### src/rtl/kvadd2_example_burst_requester.sv
// AXI-style read-address burst requester: splits a byte transfer into
// fixed-size bursts and tracks outstanding bursts until all complete.
module kvadd2_example_burst_requester #(
  parameter int unsigned C_ADDR_WIDTH      = 64,
  parameter int unsigned C_XFER_SIZE_WIDTH = 32,
  parameter int unsigned C_DATA_BYTES      = 64,
  parameter int unsigned C_BURST_BEATS     = 64,
  parameter int unsigned C_MAX_OUTSTANDING = 16
) (
  input  logic                         aclk,
  input  logic                         areset_n,
  input  logic                         ctrl_start,
  input  logic [C_ADDR_WIDTH-1:0]      ctrl_addr_offset,
  input  logic [C_XFER_SIZE_WIDTH-1:0] ctrl_xfer_size_in_bytes,
  output logic                         ctrl_done,
  output logic                         arvalid,
  input  logic                         arready,
  output logic [C_ADDR_WIDTH-1:0]      araddr,
  output logic [7:0]                   arlen,
  input  logic                         rlast_hs,
  output logic                         protocol_err
);

  localparam int unsigned AW  = C_ADDR_WIDTH;
  localparam int unsigned XW  = C_XFER_SIZE_WIDTH;
  localparam int unsigned LDB = $clog2(C_DATA_BYTES);
  localparam int unsigned LBB = $clog2(C_BURST_BEATS);
  localparam int unsigned CW  = $clog2(C_MAX_OUTSTANDING + 1);
  localparam int unsigned BURST_BYTES = C_BURST_BEATS * C_DATA_BYTES;

  typedef enum logic [1:0] {
    IDLE,
    ISSUE,
    DRAIN,
    DONE
  } state_t;

  state_t         r_state;
  logic           r_arvalid;
  logic [AW-1:0]  r_araddr;
  logic [7:0]     r_arlen;
  logic           r_done;
  logic           r_perr;
  logic [CW-1:0]  r_out_cnt;
  logic [AW-1:0]  r_next_addr;
  logic [XW-1:0]  r_bursts;
  logic [XW-1:0]  r_idx;
  logic [7:0]     r_last_len;

  logic [XW-1:0]  w_beats;
  logic [XW-1:0]  w_bursts;
  logic [XW-1:0]  w_beat_rem;
  logic [7:0]     w_last_len;
  logic           w_ar_hs;
  logic [CW-1:0]  w_cnt_next;
  logic [XW-1:0]  w_idx_next;
  logic           w_more;
  logic           w_is_last;
  logic           w_room;

  // Ceil divisions: size -> beats -> bursts; the last burst takes the remainder.
  assign w_beats = (ctrl_xfer_size_in_bytes >> LDB)
    + XW'(|(ctrl_xfer_size_in_bytes & XW'(C_DATA_BYTES - 1)));
  assign w_beat_rem = w_beats & XW'(C_BURST_BEATS - 1);
  assign w_bursts = (w_beats >> LBB) + XW'(|w_beat_rem);
  assign w_last_len = (w_beat_rem == '0)
    ? 8'(C_BURST_BEATS - 1) : 8'(w_beat_rem - XW'(1));

  assign w_ar_hs    = r_arvalid & arready;
  assign w_idx_next = r_idx + XW'(w_ar_hs);
  assign w_more     = w_idx_next < r_bursts;
  assign w_is_last  = w_idx_next == (r_bursts - XW'(1));
  assign w_room     = w_cnt_next < CW'(C_MAX_OUTSTANDING);

  always_comb begin
    w_cnt_next = r_out_cnt;
    if (w_ar_hs && !rlast_hs)
      w_cnt_next = r_out_cnt + CW'(1);
    else if (!w_ar_hs && rlast_hs && r_out_cnt != '0)
      w_cnt_next = r_out_cnt - CW'(1);
  end

  always_ff @(posedge aclk) begin
    if (!areset_n) begin
      r_state     <= IDLE;
      r_arvalid   <= 1'b0;
      r_araddr    <= '0;
      r_arlen     <= '0;
      r_done      <= 1'b0;
      r_perr      <= 1'b0;
      r_out_cnt   <= '0;
      r_next_addr <= '0;
      r_bursts    <= '0;
      r_idx       <= '0;
      r_last_len  <= '0;
    end else begin
      r_out_cnt <= w_cnt_next;
      r_done    <= 1'b0;
      if (rlast_hs && r_out_cnt == '0)
        r_perr <= 1'b1;
      unique case (r_state)
        IDLE: begin
          if (ctrl_start) begin
            r_next_addr <= ctrl_addr_offset & ~AW'(C_DATA_BYTES - 1);
            r_bursts    <= w_bursts;
            r_last_len  <= w_last_len;
            r_idx       <= '0;
            r_state     <= ISSUE;
          end
        end
        ISSUE: begin
          r_idx <= w_idx_next;
          // A new request may be presented once the current one is taken.
          if (!r_arvalid || w_ar_hs) begin
            if (!w_more) begin
              r_arvalid <= 1'b0;
              r_state   <= DRAIN;
            end else if (w_room) begin
              r_arvalid   <= 1'b1;
              r_araddr    <= r_next_addr;
              r_arlen     <= w_is_last ? r_last_len
                                       : 8'(C_BURST_BEATS - 1);
              r_next_addr <= r_next_addr + AW'(BURST_BYTES);
            end else begin
              r_arvalid <= 1'b0;
            end
          end
        end
        DRAIN: begin
          if (w_cnt_next == '0) begin
            r_state <= DONE;
            r_done  <= 1'b1;
          end
        end
        DONE: begin
          r_state <= IDLE;
        end
        default: begin
          r_state <= IDLE;
        end
      endcase
    end
  end

  assign arvalid      = r_arvalid;
  assign araddr       = r_araddr;
  assign arlen        = r_arlen;
  assign ctrl_done    = r_done;
  assign protocol_err = r_perr;

endmodule

### config.mk
export PLATFORM = sky130hd
export DESIGN_NAME = kvadd2_example_burst_requester
export DESIGN_NICKNAME = d
export VERILOG_FILES = /design/src/rtl/kvadd2_example_burst_requester.sv
export SDC_FILE = /design/constraint.sdc
export NUM_CORES = 1
export LEC_CHECK = 0
export ABC_AREA = 1
export BUFFER_PORTS_ARGS = -buffer_cell sky130_fd_sc_hd__buf_2
export CAP_MARGIN = 20
export CORE_MARGIN = 8
export CORE_UTILIZATION = 54
export DETAILED_ROUTE_END_ITERATION = 12
export PLACE_DENSITY = 0.78
export SYNTH_ARGS = -nofsm -noshare
export SYNTH_HDL_FRONTEND = slang
export SYNTH_SLANG_ARGS = --single-unit
### constraint.sdc
create_clock -name aclk -period 3.35 [get_ports aclk]
set_input_delay 0.335 -clock aclk [delete_from_list [all_inputs] [get_ports aclk]]
set_output_delay 0.335 -clock aclk [all_outputs]
set_load 0.1 [all_outputs]
==> results_dict.tcl <==
set metrics [dict create \
    netlist_area_um2 13400 \
    vias_per_cell 5.24 \
    drive_above_1_share_pct 14.4 \
    wirelength_um 42500 \
    grt_pass1_vias 13819 \
    post-route-min-period_ns 3.14 \
    grt_first_pass_wirelength_um 67300 \
    ff2ff_path_depth 24 \
    antenna_left 0 \
    async_flop_share_pct 0 \
    fp-row-count 57 \
    hold_viol 0 \
    wl_per_cell_um 15.2 \
    dpl.hpwl_um 32300 \
    gp_congestion 0.990 \
    p_leak_nw 7.75 \
    ys.flop_type "dfxtp_1" \
    cp.required_ns 3.72 \
    holdWs_ns 0.169 \
    port_buffers 163 \
    hold_depth 3 \
    grt_max_degree 84 \
    numCtsBuffers 17 \
    fin_nets 2595 \
    powerDensity_nw_per_um2 701 \
    worstPathCellList "nand2_1 -> inv_2 -> ha_4 -> ha_4 -> nand3_2 -> inv_2 -> nand2_4 -> inv_4 -> nand2_4 -> nor2_4 -> xor2_2 -> ha_1 -> inv_2 -> o31ai_1 -> nand4_1 -> nand2_2 -> nor2_4 -> nand3_2 -> nand2_4 -> nand2_8 -> buf_12 -> nand2_1 -> nand2_1 -> nor2_1" \
    die_h_um 174 \
    fin_crit_sh_pct 93.7 \
    cap_violations 0 \
    drcViolationCount 0 \
    coreArea_um2 24300 \
    p_total_mw 11.2 \
    start_util_pct 55.1 \
    cts.sinks 194 \
    clock.fmax_mhz 319 \
    critPathMaxStageDelay_ns 0.35 \
    insertion_delay_ns 0.45 \
    ys_warn_count 0 \
    critPathBufInv 5 \
    r2r-end "r_next_addr[46]" \
    vias 14649 \
    final_cells 2794 \
    synth_edf_count 0 \
    syn_to_final_growth_pct 19.3 \
    crit_path_end_kind "flop" \
    fillers 2256 \
    ys_seq_elements 194 \
    critPathTopFamily "simple AND/OR/NAND/NOR gates" \
    worst_setup_path_start_kind "flop" \
    finalClockSkew_ns 0.0202 \
    cts_tree "done" \
    path_clk_slew_ns 0.08 \
    die_w_um 174 \
    n_antenna_cell 0 \
    status "completed" \
    syn_inst 2266 \
    crit_type "reg2reg" \
    io_pins 176 \
    holdPathEnd "r_next_addr[6]" \
    cts_root_buffer "clkbuf_16" \
    timing.reg2reg.setup_slack_ns 0.21 \
    dp.cells 2753 \
    slew_viol_final 0 \
    drtIter0Drc 1252 \
    finalSetupViolCount 0 \
    arrival_ns 3.51 \
    gr-total-overflow 0 \
    tightestPinTransition_ns 1.04 \
    grt_usage_pct 26.8 \
    cp_slowest_cell "dfxtp_4" \
    hp-start "ctrl_addr_offset[6]" \
    dr.pass1.iters 8 \
    irDropWorstVdd_mv 0.555 \
    hp-class "in2reg" \
    antenna_found_initial 0 \
    max_slew_margin_pct 30.3 \
    crit_path_max_fanout 8 \
    yosysUniqueCellTypes 44 \
    r2r-start "arvalid" \
    cts_buffer_depth 2 \
    avgSynthCellArea_um2 5.92 \
    htreeDepth 4 \
    die-area_um2 30100 \
    ys_seq_area_share_pct 29.0 \
]
placed cells by master, fill, tap and decap left out, types with 3 or more instances in the layout:
master	n
nand2_1	783
nor2_1	300
inv_1	248
dfxtp_1	192
buf_2	164
a21oi_1	162
nand3_1	133
buf_4	73
xor2_1	72
o21ai_0	50
ha_1	33
nand4_1	30
nor3_1	29
clkbuf_16	21
nand2_2	13
nand3b_1	11
nor4_1	11
nor2_4	9
xnor2_1	9
mux2i_1	9
a31oi_1	7
buf_12	7
nand2_4	6
nand3_2	6
inv_2	6
or2_2	6
conb_1	6
inv_8	6
o21bai_1	5
nor2_2	5
o31ai_1	5
clkinv_1	4
ha_4	4
xnor2_2	3
xor2_2	3
and2_1	3
clkinv_8	3
where the power goes:
group / internal (mW) / switching [mW]
registers: 2.86 / 0.608
logic: 1.65 / 3.88
clock network: 1.16 / 1.07
total: 5.67 / 5.55
cell usage after synthesis (2+ instances only):
library cell / number / area, um^2
nand2_2: 8 / 50.1
buf_4: 8 / 60.1
and2_1: 3 / 18.8
xnor2_1: 12 / 105
nand4_1: 30 / 188
clkbuf_1: 42 / 158
nor2_1: 302 / 1130
buf_6: 6 / 67.6
o31ai_1: 5 / 37.5
o211ai_1: 2 / 15.0
o21ai_0: 51 / 255
a21oi_1: 164 / 821
nor2_2: 8 / 50.1
a21o_1: 2 / 15.0
dfxtp_1: 194 / 3880
mux2i_1: 9 / 90.1
ha_1: 37 / 463
nor3_1: 31 / 155
o21bai_1: 5 / 37.5
nor4_1: 11 / 68.8
or2_2: 6 / 37.5
inv_2: 4 / 15.0
clkinv_1: 4 / 15.0
buf_2: 17 / 85.1
inv_1: 252 / 946
nand3_1: 140 / 701
nor2_4: 4 / 45.0
a31oi_1: 7 / 43.8
nand2_1: 794 / 2980
nand3b_1: 11 / 82.6
buf_1: 10 / 37.5
xor2_1: 75 / 657
worst min-delay path, delay by kind of cell:
family	cells	cell delay [ns]
buf+inv	1	0.09
simple gates	1	0.07
compound gates	1	0.06
how the worst max path moves through the flow:
| stage | from | to | depth (start not counted) |
|---|---|---|---|
| global route | arvalid | r_next_addr[46] | 24 |
| detailed placement | arready | r_next_addr[46] | 25 |
| floorplan | arvalid | araddr[41] | 23 |
| global placement | arready | r_next_addr[16] | 24 |
| finish | arvalid | r_next_addr[46] | 24 |
| CTS | arvalid | r_next_addr[46] | 24 |
kinds of logic after synthesis:
family / share of synthesized area, %
AO/OA/AOI/OAI: 9.42
XOR/XNOR: 5.68
adder cells (fa/ha/maj): 3.45
buffers and inverters: 10.3
flip-flops: 29.0
multiplexers: 0.672
other: 0.0280
AND/OR/NAND/NOR: 41.5
state kept, by name, summed over array words and instances (netlist names):
name          count
r_state           2
r_next_addr      58
araddr           58
protocol_err      1
r_idx            32
arlen             7
r_out_cnt         5
ctrl_done         1
r_last_len        7
r_bursts         22
arvalid           1
area by class of cell:
type | count | area (um^2) | share of cell area, %
tap | 324 | 405 | 2.53
clock inverter | 15 | 210 | 1.31
sequential | 194 | 3890 | 24.3
clock buffer | 17 | 425 | 2.66
inverter | 260 | 981 | 6.13
timing repair buffer | 250 | 1650 | 10.3
multi-input combinational | 1734 | 8440 | 52.7
through the flow:
stage / utilization, % / area [um^2] / TNS [ns] / setup WS (ns)
2_1_floorplan: - / 13400 / 0 / 0.0138
3_3_place_gp: 61.4 / 14900 / -7.74 / -0.129
3_5_place_dp: 61.4 / 14900 / -16.90 / -0.245
4_1_cts: 64.1 / 15600 / 0 / 0.00118
5_1_grt: 65.8 / 16000 / -0.108 / -0.0250
6_report: 65.8 / 16000 / 0 / 0.210
layer usage:
layer  vias up  share of wire, %  track usage (%)
met3        82               5.3             4.07
li1       7477                 -                -
met1      6606                43             32.9
met4         0               3.1             10.7
met2       484                49             46.4
met5         -                 0                0
repair_timing:
action / in CTS / in global routing
buffers inserted: 0 / 3
gates resized for setup: 5 / 52
pin swaps: 1 / 20
cloned: 0 / 5
hold buffers: 0 / 0
setup endpoints to repair: 109 / 120
(Power assumes the default switching activity.)
